`config.mk`:
```
export PLATFORM = sky130hd
export DESIGN_NAME = sample_pipe
export DESIGN_NICKNAME = d
export VERILOG_FILES = /design/src/rtl/sample_pipe_pkg.sv /design/src/rtl/sample_stage.sv /design/src/rtl/sample_pipe.sv
export SDC_FILE = /design/constraint.sdc
export NUM_CORES = 1
export LEC_CHECK = 0
export ABC_AREA = 1
export CAP_MARGIN = 30
export CELL_PAD_IN_SITES_DETAIL_PLACEMENT = 1
export CELL_PAD_IN_SITES_GLOBAL_PLACEMENT = 1
export CORE_UTILIZATION = 31
export CTS_CLUSTER_DIAMETER = 40
export DETAILED_ROUTE_END_ITERATION = 12
export MAX_ROUTING_LAYER = met4
export PLACE_DENSITY = 0.85
export SLEW_MARGIN = 10
export SYNTH_ARGS = -nofsm -noshare
export SYNTH_HDL_FRONTEND = slang
export SYNTH_SLANG_ARGS = --single-unit
```
`constraint.sdc`:
```
create_clock -name clk -period 1.4 [get_ports clk]
set_clock_uncertainty 0.2 [all_clocks]
set_input_delay 0.28 -clock clk [delete_from_list [all_inputs] [get_ports clk]]
set_output_delay 0.28 -clock clk [all_outputs]
set_load 0.005 [all_outputs]
```
`src/rtl/sample_pipe_pkg.sv`:
```
// Shared helpers for sample_pipe: occupancy width, depth legality bound and parity.
package sample_pipe_pkg;

    localparam int MIN_DEPTH = 1;
    localparam int PAR_MAX_W = 64;

    function automatic int clog2(input int value);
        int r;
        r = 0;
        for (int i = 0; i < 31; i++) begin
            if ((32'sd1 <<< i) < value) begin
                r = i + 1;
            end
        end
        return r;
    endfunction

    // Even-parity bit: set when the word holds an odd number of ones.
    function automatic logic parity_even(input logic [PAR_MAX_W-1:0] d);
        return ^d;
    endfunction

endpackage

```
`src/rtl/sample_stage.sv`:
```
// One pipeline register: data plus its valid bit, with load enable, flush and reset.
module sample_stage #(
    parameter int               WIDTH   = 4,
    parameter logic [WIDTH-1:0] RST_VAL = '0
) (
    input  logic             clk,
    input  logic             rst,
    input  logic             load_i,
    input  logic             flush_i,
    input  logic             valid_i,
    input  logic [WIDTH-1:0] data_i,
    output logic             valid_o,
    output logic [WIDTH-1:0] data_o
);

    logic             valid_q, valid_d;
    logic [WIDTH-1:0] data_q, data_d;

    // Flush only kills the valid bit; data may still load since valid qualifies it.
    always_comb begin
        valid_d = valid_q;
        data_d  = data_q;
        if (load_i) begin
            valid_d = valid_i;
            data_d  = data_i;
        end
        if (flush_i) begin
            valid_d = 1'b0;
        end
    end

    always_ff @(posedge clk) begin
        if (rst) begin
            valid_q <= 1'b0;
            data_q  <= RST_VAL;
        end else begin
            valid_q <= valid_d;
            data_q  <= data_d;
        end
    end

    assign valid_o = valid_q;
    assign data_o  = data_q;

endmodule

```
`src/rtl/sample_pipe.sv`:
```
// sample_pipe: elastic DEPTH-stage retiming pipeline with flush and change detection.
// Stored-parity checking and the parity_err port exist only with SAMPLE_PIPE_PARITY_EN.
module sample_pipe
    import sample_pipe_pkg::*;
#(
    parameter int               WIDTH   = 4,
    parameter int               DEPTH   = 2,
    parameter logic [WIDTH-1:0] RST_VAL = {WIDTH{1'b0}}
) (
    input  logic                          clk,
    input  logic                          rst,
    input  logic [WIDTH-1:0]              din,
    input  logic                          in_valid,
    output logic                          in_ready,
    output logic [WIDTH-1:0]              dout,
    output logic                          out_valid,
    input  logic                          out_ready,
    input  logic                          flush,
    output logic                          changed,
    output logic [clog2(DEPTH+1)-1:0]     occupancy
`ifdef SAMPLE_PIPE_PARITY_EN
    ,
    output logic                          parity_err
`endif
);

`ifdef SAMPLE_PIPE_PARITY_EN
    localparam int PB = 1;
    localparam logic [WIDTH:0] RST_WORD = {parity_even(PAR_MAX_W'(RST_VAL)), RST_VAL};
`else
    localparam int PB = 0;
    localparam logic [WIDTH-1:0] RST_WORD = RST_VAL;
`endif
    localparam int SW    = WIDTH + PB;
    localparam int OCC_W = clog2(DEPTH + 1);

    if (DEPTH < MIN_DEPTH) begin : g_bad_depth
        $error("sample_pipe: DEPTH must be at least 1");
    end

    logic [DEPTH-1:0] v;
    logic [SW-1:0]    stage_data [DEPTH];
    logic [DEPTH:0]   rdy;
    logic [SW-1:0]    din_s;
    logic             in_hs, out_hs;

    // Handshake: a word moves across an interface on a rising edge where valid
    // and ready are both high; valid never depends on ready, ready may depend on valid.
    assign in_ready  = rdy[0] & ~flush & ~rst;
    assign in_hs     = in_valid & in_ready;
    assign out_valid = v[DEPTH-1];
    assign out_hs    = out_valid & out_ready;
    assign dout      = stage_data[DEPTH-1][WIDTH-1:0];

`ifdef SAMPLE_PIPE_PARITY_EN
    assign din_s = {parity_even(PAR_MAX_W'(din)), din};
`else
    assign din_s = din;
`endif

    // Stage i can advance if out_ready is high or any stage from i to the output
    // holds a bubble; unrolled this way to keep the chain free of self-feedback.
    always_comb begin
        logic all_full;
        all_full   = 1'b1;
        rdy        = '0;
        rdy[DEPTH] = out_ready;
        for (int i = DEPTH - 1; i >= 0; i--) begin
            all_full = all_full & v[i];
            rdy[i]   = ~all_full | out_ready;
        end
    end

    for (genvar i = 0; i < DEPTH; i++) begin : g_stage
        logic [SW-1:0] d_in;
        logic          v_in;
        if (i == 0) begin : g_head
            assign d_in = din_s;
            assign v_in = in_hs;
        end else begin : g_link
            assign d_in = stage_data[i-1];
            assign v_in = v[i-1];
        end
        sample_stage #(
            .WIDTH   (SW),
            .RST_VAL (RST_WORD)
        ) u_stage (
            .clk     (clk),
            .rst     (rst),
            .load_i  (rdy[i]),
            .flush_i (flush),
            .valid_i (v_in),
            .data_i  (d_in),
            .valid_o (v[i]),
            .data_o  (stage_data[i])
        );
    end

    logic             changed_q, changed_d;
    logic [WIDTH-1:0] ref_q, ref_d;

    always_comb begin
        changed_d = 1'b0;
        ref_d     = ref_q;
        if (out_hs) begin
            changed_d = (dout != ref_q);
            ref_d     = dout;
        end
    end

    always_ff @(posedge clk) begin
        if (rst) begin
            changed_q <= 1'b0;
            ref_q     <= RST_VAL;
        end else begin
            changed_q <= changed_d;
            ref_q     <= ref_d;
        end
    end

    assign changed = changed_q;

    always_comb begin
        occupancy = '0;
        for (int i = 0; i < DEPTH; i++) begin
            occupancy = occupancy + OCC_W'(v[i]);
        end
    end

`ifdef SAMPLE_PIPE_PARITY_EN
    logic parity_err_q, parity_err_d;

    always_comb begin
        parity_err_d = 1'b0;
        if (out_hs) begin
            parity_err_d = stage_data[DEPTH-1][WIDTH] != parity_even(PAR_MAX_W'(dout));
        end
    end

    always_ff @(posedge clk) begin
        if (rst) begin
            parity_err_q <= 1'b0;
        end else begin
            parity_err_q <= parity_err_d;
        end
    end

    assign parity_err = parity_err_q;
`endif

endmodule

```
# Yosys cells after proc, flatten, opt, wreduce, memory -nomap -nowiden
# Index checks and enable logic that the tools add are counted.
# Widths: inputs -> output; s select.
# classes
n_eq_ne	1
bitwise_logic	12
n_reduce_logical	2
addsub	1
# op_table
op	n
$and 1x1->1	5
$not 1->1	5
$ne 4x4->1	1
$reduce_or 2->1	2
$add 1x1->2	1
$or 1x1->1	2
# totals
inputBits	9
out_inout_bits	9
ff_bits	15

# Logic depth before layout (Yosys ltp)
# logic_depth
word_depth	6
mapped_depth	6
ltp_nobuf	6

# Cells and area by module
# A second synthesis with hierarchy kept.
# hier_totals
cells_unflattened	113
area_unflattened_um2	713.2
# by_module_without_submodules
mod	n_inst	seq_area_each_um2	area_each_um2	cells_per_inst
sample_stage	2	100.1	212.7	33
sample_pipe	1	100.1	287.8	47

# Worst setup path before layout
# No wires, ideal clock.
# synth_timing
kind	register -> output
startpoint	register g_stage[1].u_stage.valid_q
endpoint	output in_ready
arrival_time_ns	0.911
path_stages_with_launch	5
t_required_ns	0.920
slack_ns	0.009
path_buffers	0
cell_sequence	dfxtp_1 ha_1 inv_1 nor2_4 nor2_1
# synth_via
elab_chain_len	5
# synth_lines
item	line_no	text
from (decl)	sample_stage.sv:16	logic valid_q, valid_d;
from (signal assigned)	sample_stage.sv:37	valid_q <= valid_d;
$and 1x1->1	sample_pipe.sv:69	all_full = all_full & v[i];
$not 1->1	sample_pipe.sv:70	rdy[i] = ~all_full | out_ready;
$or 1x1->1	sample_pipe.sv:70	
$and 1x1->1 (2 in a row)	sample_pipe.sv:49	assign in_ready = rdy[0] & ~flush & ~rst;
to (decl)	sample_pipe.sv:14	output logic in_ready,
# Every way passes these cells.

# Worst setup path in the final report
# Ends and elaborated chain as after synthesis.

==> impl_metrics.prom <==
# TYPE chip_impl_metric gauge
chip_impl_metric{name="grt_first_pass_wirelength",unit="mm"} 2.91
chip_impl_metric{name="clk_transition_reported_paths",unit="ns"} 0.10
chip_impl_metric{name="synth.distinct_cells",unit=""} 16
chip_impl_metric{name="chipHeight",unit="µm"} 46.9
chip_impl_metric{name="cp.buffers_inverters",unit=""} 2
chip_impl_info{name="cts_tree",value="done"} 1
chip_impl_metric{name="detailroute.via_count",unit=""} 652
chip_impl_metric{name="synth_compound_gate_area_share",unit="%"} 18.2
chip_impl_metric{name="post_cts_hold_buffer_count",unit=""} 0
chip_impl_metric{name="setup-tns-final",unit="ns"} -0.353
chip_impl_metric{name="io_buffers",unit=""} 17
chip_impl_metric{name="max-cap-violations",unit=""} 0
chip_impl_info{name="run_status",value="complete, but fails checks"} 1
chip_impl_metric{name="globalRoute.totalOverflow",unit=""} 0
chip_impl_metric{name="worst_pin_slew",unit="ns"} 0.244
chip_impl_metric{name="synth.avg_cell_area",unit="µm²"} 7.43
chip_impl_metric{name="worst_slack",unit="ns"} -0.176
chip_impl_metric{name="gp_congestion",unit=""} 0.684
chip_impl_metric{name="maximum_clock_insertion_buffer_count",unit=""} 2
chip_impl_metric{name="biggest_cell_delay_along_the_critical_path",unit="ns"} 0.35
chip_impl_info{name="synth_top_family_by_area",value="simple AND/OR/NAND/NOR gates"} 1
chip_impl_info{name="top_layer_used",value="met4"} 1
chip_impl_metric{name="num-nets-final",unit=""} 130
chip_impl_metric{name="antennaDiodeCount",unit=""} 0
chip_impl_metric{name="worst-endpoint-required",unit="ns"} 0.92
chip_impl_metric{name="route.met3.wl",unit="µm"} 38
chip_impl_metric{name="yosys_register_bits",unit=""} 15
chip_impl_metric{name="drt_wl_total",unit="mm"} 1.77
chip_impl_metric{name="crit_arrival",unit="ns"} 1.10
chip_impl_metric{name="multi_input_area",unit="µm²"} 283
chip_impl_metric{name="layout_worst_path_cycle_share",unit="%"} 113
chip_impl_metric{name="routed_met1_length",unit="µm"} 701
chip_impl_metric{name="number_of_antenna_violations_at_the_first_check_in_global_routing",unit=""} 0
chip_impl_info{name="rsz0062_at_grt",value="yes"} 1
chip_impl_metric{name="total_power",unit="mW"} 0.834
chip_impl_metric{name="max_freq",unit="GHz"} 0.635
chip_impl_metric{name="synth_sequential_area_ratio",unit="%"} 48.1
chip_impl_metric{name="met2_length",unit="µm"} 993
chip_impl_info{name="worstHoldPathType",value="flip-flop to flip-flop"} 1
chip_impl_info{name="worst_path_max_delay_cell",value="dfxtp_2"} 1
chip_impl_metric{name="postSynthCellCount",unit=""} 84
chip_impl_metric{name="place_inst",unit=""} 134
chip_impl_info{name="clock_tree.root_cell",value="clkbuf_4"} 1
chip_impl_metric{name="route.detailed.vias_per_inst",unit=""} 4.53
chip_impl_metric{name="area_growth",unit="%"} 57.5
chip_impl_info{name="violations",value="setup timing"} 1
chip_impl_info{name="ordered_cell_list_for_the_critical_path",value="ha_4, inv_2, nor2_4, nor2_1, buf_2"} 1
chip_impl_metric{name="ys.warnings.count",unit=""} 0
chip_impl_metric{name="largest_net_degree_at_the_start_of_global_routing",unit=""} 14
chip_impl_metric{name="postSynthNetCount",unit=""} 94
chip_impl_metric{name="cellPowerDensity",unit="mW/mm²"} 848
chip_impl_metric{name="synth.area.mux_share",unit="%"} 0
chip_impl_metric{name="die_area",unit="mm²"} 0.00220
chip_impl_info{name="cpLargestDelayFamily",value="flip-flops"} 1
chip_impl_info{name="crit_path_end_kind",value="primary output"} 1
chip_impl_metric{name="final_max_tran_viols",unit=""} 0
chip_impl_metric{name="post_placement_setup_slack",unit="ns"} -0.640
chip_impl_metric{name="syn_area",unit="µm²"} 624
chip_impl_metric{name="synthAdderAreaFrac",unit="%"} 2.00
chip_impl_metric{name="synthSimpleGateAreaFrac",unit="%"} 22.6
chip_impl_metric{name="clock_sinks",unit=""} 15
chip_impl_metric{name="grt_pass1_vias",unit=""} 690
chip_impl_metric{name="final_cells",unit=""} 144
chip_impl_metric{name="die_width",unit="µm"} 46.9
chip_impl_metric{name="drt-initial-drc-count",unit=""} 3
chip_impl_info{name="most-common-layout-cells",value="14 x nor2_1, 14 x buf_4, 12 x nand2_1, 11 x o21ai_1, 10 x inv_1"} 1
chip_impl_metric{name="clkLatencyLatePin",unit="ns"} 0.29
chip_impl_metric{name="place_hpwl",unit="mm"} 1.29
chip_impl_metric{name="finalCriticalPeriod",unit="ns"} 1.58
chip_impl_metric{name="finalSetupViolations",unit=""} 3
chip_impl_metric{name="total_leakage_power",unit="nW"} 0.449
chip_impl_metric{name="post_synth_xor_area_fraction",unit="%"} 0
chip_impl_metric{name="drt_drc_violations_left",unit=""} 0
chip_impl_metric{name="rows",unit=""} 15
chip_impl_metric{name="hold_viol_final",unit=""} 0
chip_impl_metric{name="layout.filler_cells",unit=""} 243
chip_impl_metric{name="ir_drop",unit="mV"} 0.743
chip_impl_metric{name="cts-buffers-inserted",unit=""} 3
chip_impl_metric{name="floorplan.io_pins",unit=""} 18
chip_impl_metric{name="share_of_layout_cells_above_drive_strength_1",unit="%"} 32.8
chip_impl_info{name="crit_type",value="flip-flop to primary output"} 1
chip_impl_metric{name="global_route.usage.total",unit="%"} 20.0
chip_impl_metric{name="coreArea",unit="mm²"} 0.00180
chip_impl_metric{name="max-slew-margin-rel",unit="%"} 83.7
chip_impl_metric{name="ant_nets",unit=""} 0
chip_impl_metric{name="htree_levels",unit=""} 1
chip_impl_metric{name="routedWlPerCell",unit="µm"} 12.3
chip_impl_metric{name="floorplan.initialDensity",unit="%"} 34.7
chip_impl_metric{name="seq_area",unit="µm²"} 308
chip_impl_metric{name="worst-path-max-fanout",unit=""} 2
chip_impl_metric{name="hold-worst-slack",unit="ns"} 0.279
chip_impl_info{name="worstSetupStartpointType",value="flip-flop"} 1
chip_impl_metric{name="drt_pass1_iterations",unit=""} 3
-- flip-flops by register name, summed over array words and instances, names as in the netlist --
signal	flops
g_stage.u_stage.data_o	8
ref_q	4
g_stage.u_stage.valid_o	2
changed	1
-- repair_timing --
| item | in CTS | in global routing |
|---|---|---|
| pin swaps | 3 | 1 |
| resized for setup | 35 | 1 |
| buffers inserted | 5 | 2 |
| endpoints found under the setup margin | 11 | 6 |
| endpoints found under the hold margin | 0 | 0 |
-- worst register-to-register path, stage by stage, from the launching register on --
cell	delay, ns
dfxtp_2	0.37
ha_4	0.15
inv_2	0.04
nor2_4	0.08
buf_4	0.16
inv_4	0.05
nor2_1	0.12
nor2_1	0.07
-- power breakdown --
group          internal [mW]  leakage [nW]  total, mW  switching (mW)
combinational         0.0692         0.309      0.121          0.0516
sequential             0.443         0.125      0.452         0.00896
clock                  0.109        0.0139      0.261           0.153
-- final timing paths --
| check | startpoint | end | slack (ns) | cells after the start |
|---|---|---|---|---|
| setup / recovery | g_stage[1].u_stage.valid_o | in_ready | -0.18 | 5 |
| setup reg to reg | g_stage[0].u_stage.valid_o | g_stage[0].u_stage.data_o[1] | 0.06 | 7 |
| hold / removal | ref_q[1] | ref_q[1] | 0.28 | 2 |
| hold reg to reg | ref_q[1] | ref_q[1] | 0.28 | 2 |
-- per-layer routing --
metal | vias to the layer above | global-route usage [%]
met4 | 0 | 10.3
met5 | - | -
met1 | 304 | 20.9
met2 | 12 | 35.6
li1 | 332 | -
met3 | 4 | 3.46
-- logic make-up (layout without fill, tap and decap cells) --
group | after synthesis | in the layout
buf+inv | 14 | 49
simple gates | 32 | 32
fa+ha+maj | 1 | 1
compound gates | 22 | 22
flops | 15 | 15
-- per-stage QoR --
stage               instance area, µm²  utilization (%)
CTS                                967             53.7
finish                             983             54.6
global placement                   901             50.0
global route                       983             54.6
detailed placement                 901             50.0
floorplan                          624                -
-- final cells by class --
class	instances	share of cell area, %
sequential	15	31.3
clock inverter	1	0.763
inverter	13	5.22
clock buffer	3	2.29
tap	25	3.18
timing repair buffer	32	28.5
multi-input combinational	55	28.8
-- cells in the mapped netlist, drive strengths merged --
cell	n	area share, %
nand2	13	8.2
nor2	18	14
o21ai	13	11
dfxtp	15	48
inv	13	8.2
a21oi	9	7.2
ha	1	2.0
buf	1	0.80
nand3	1	0.80
No activity file was read; power rests on OpenSTA's default activity.
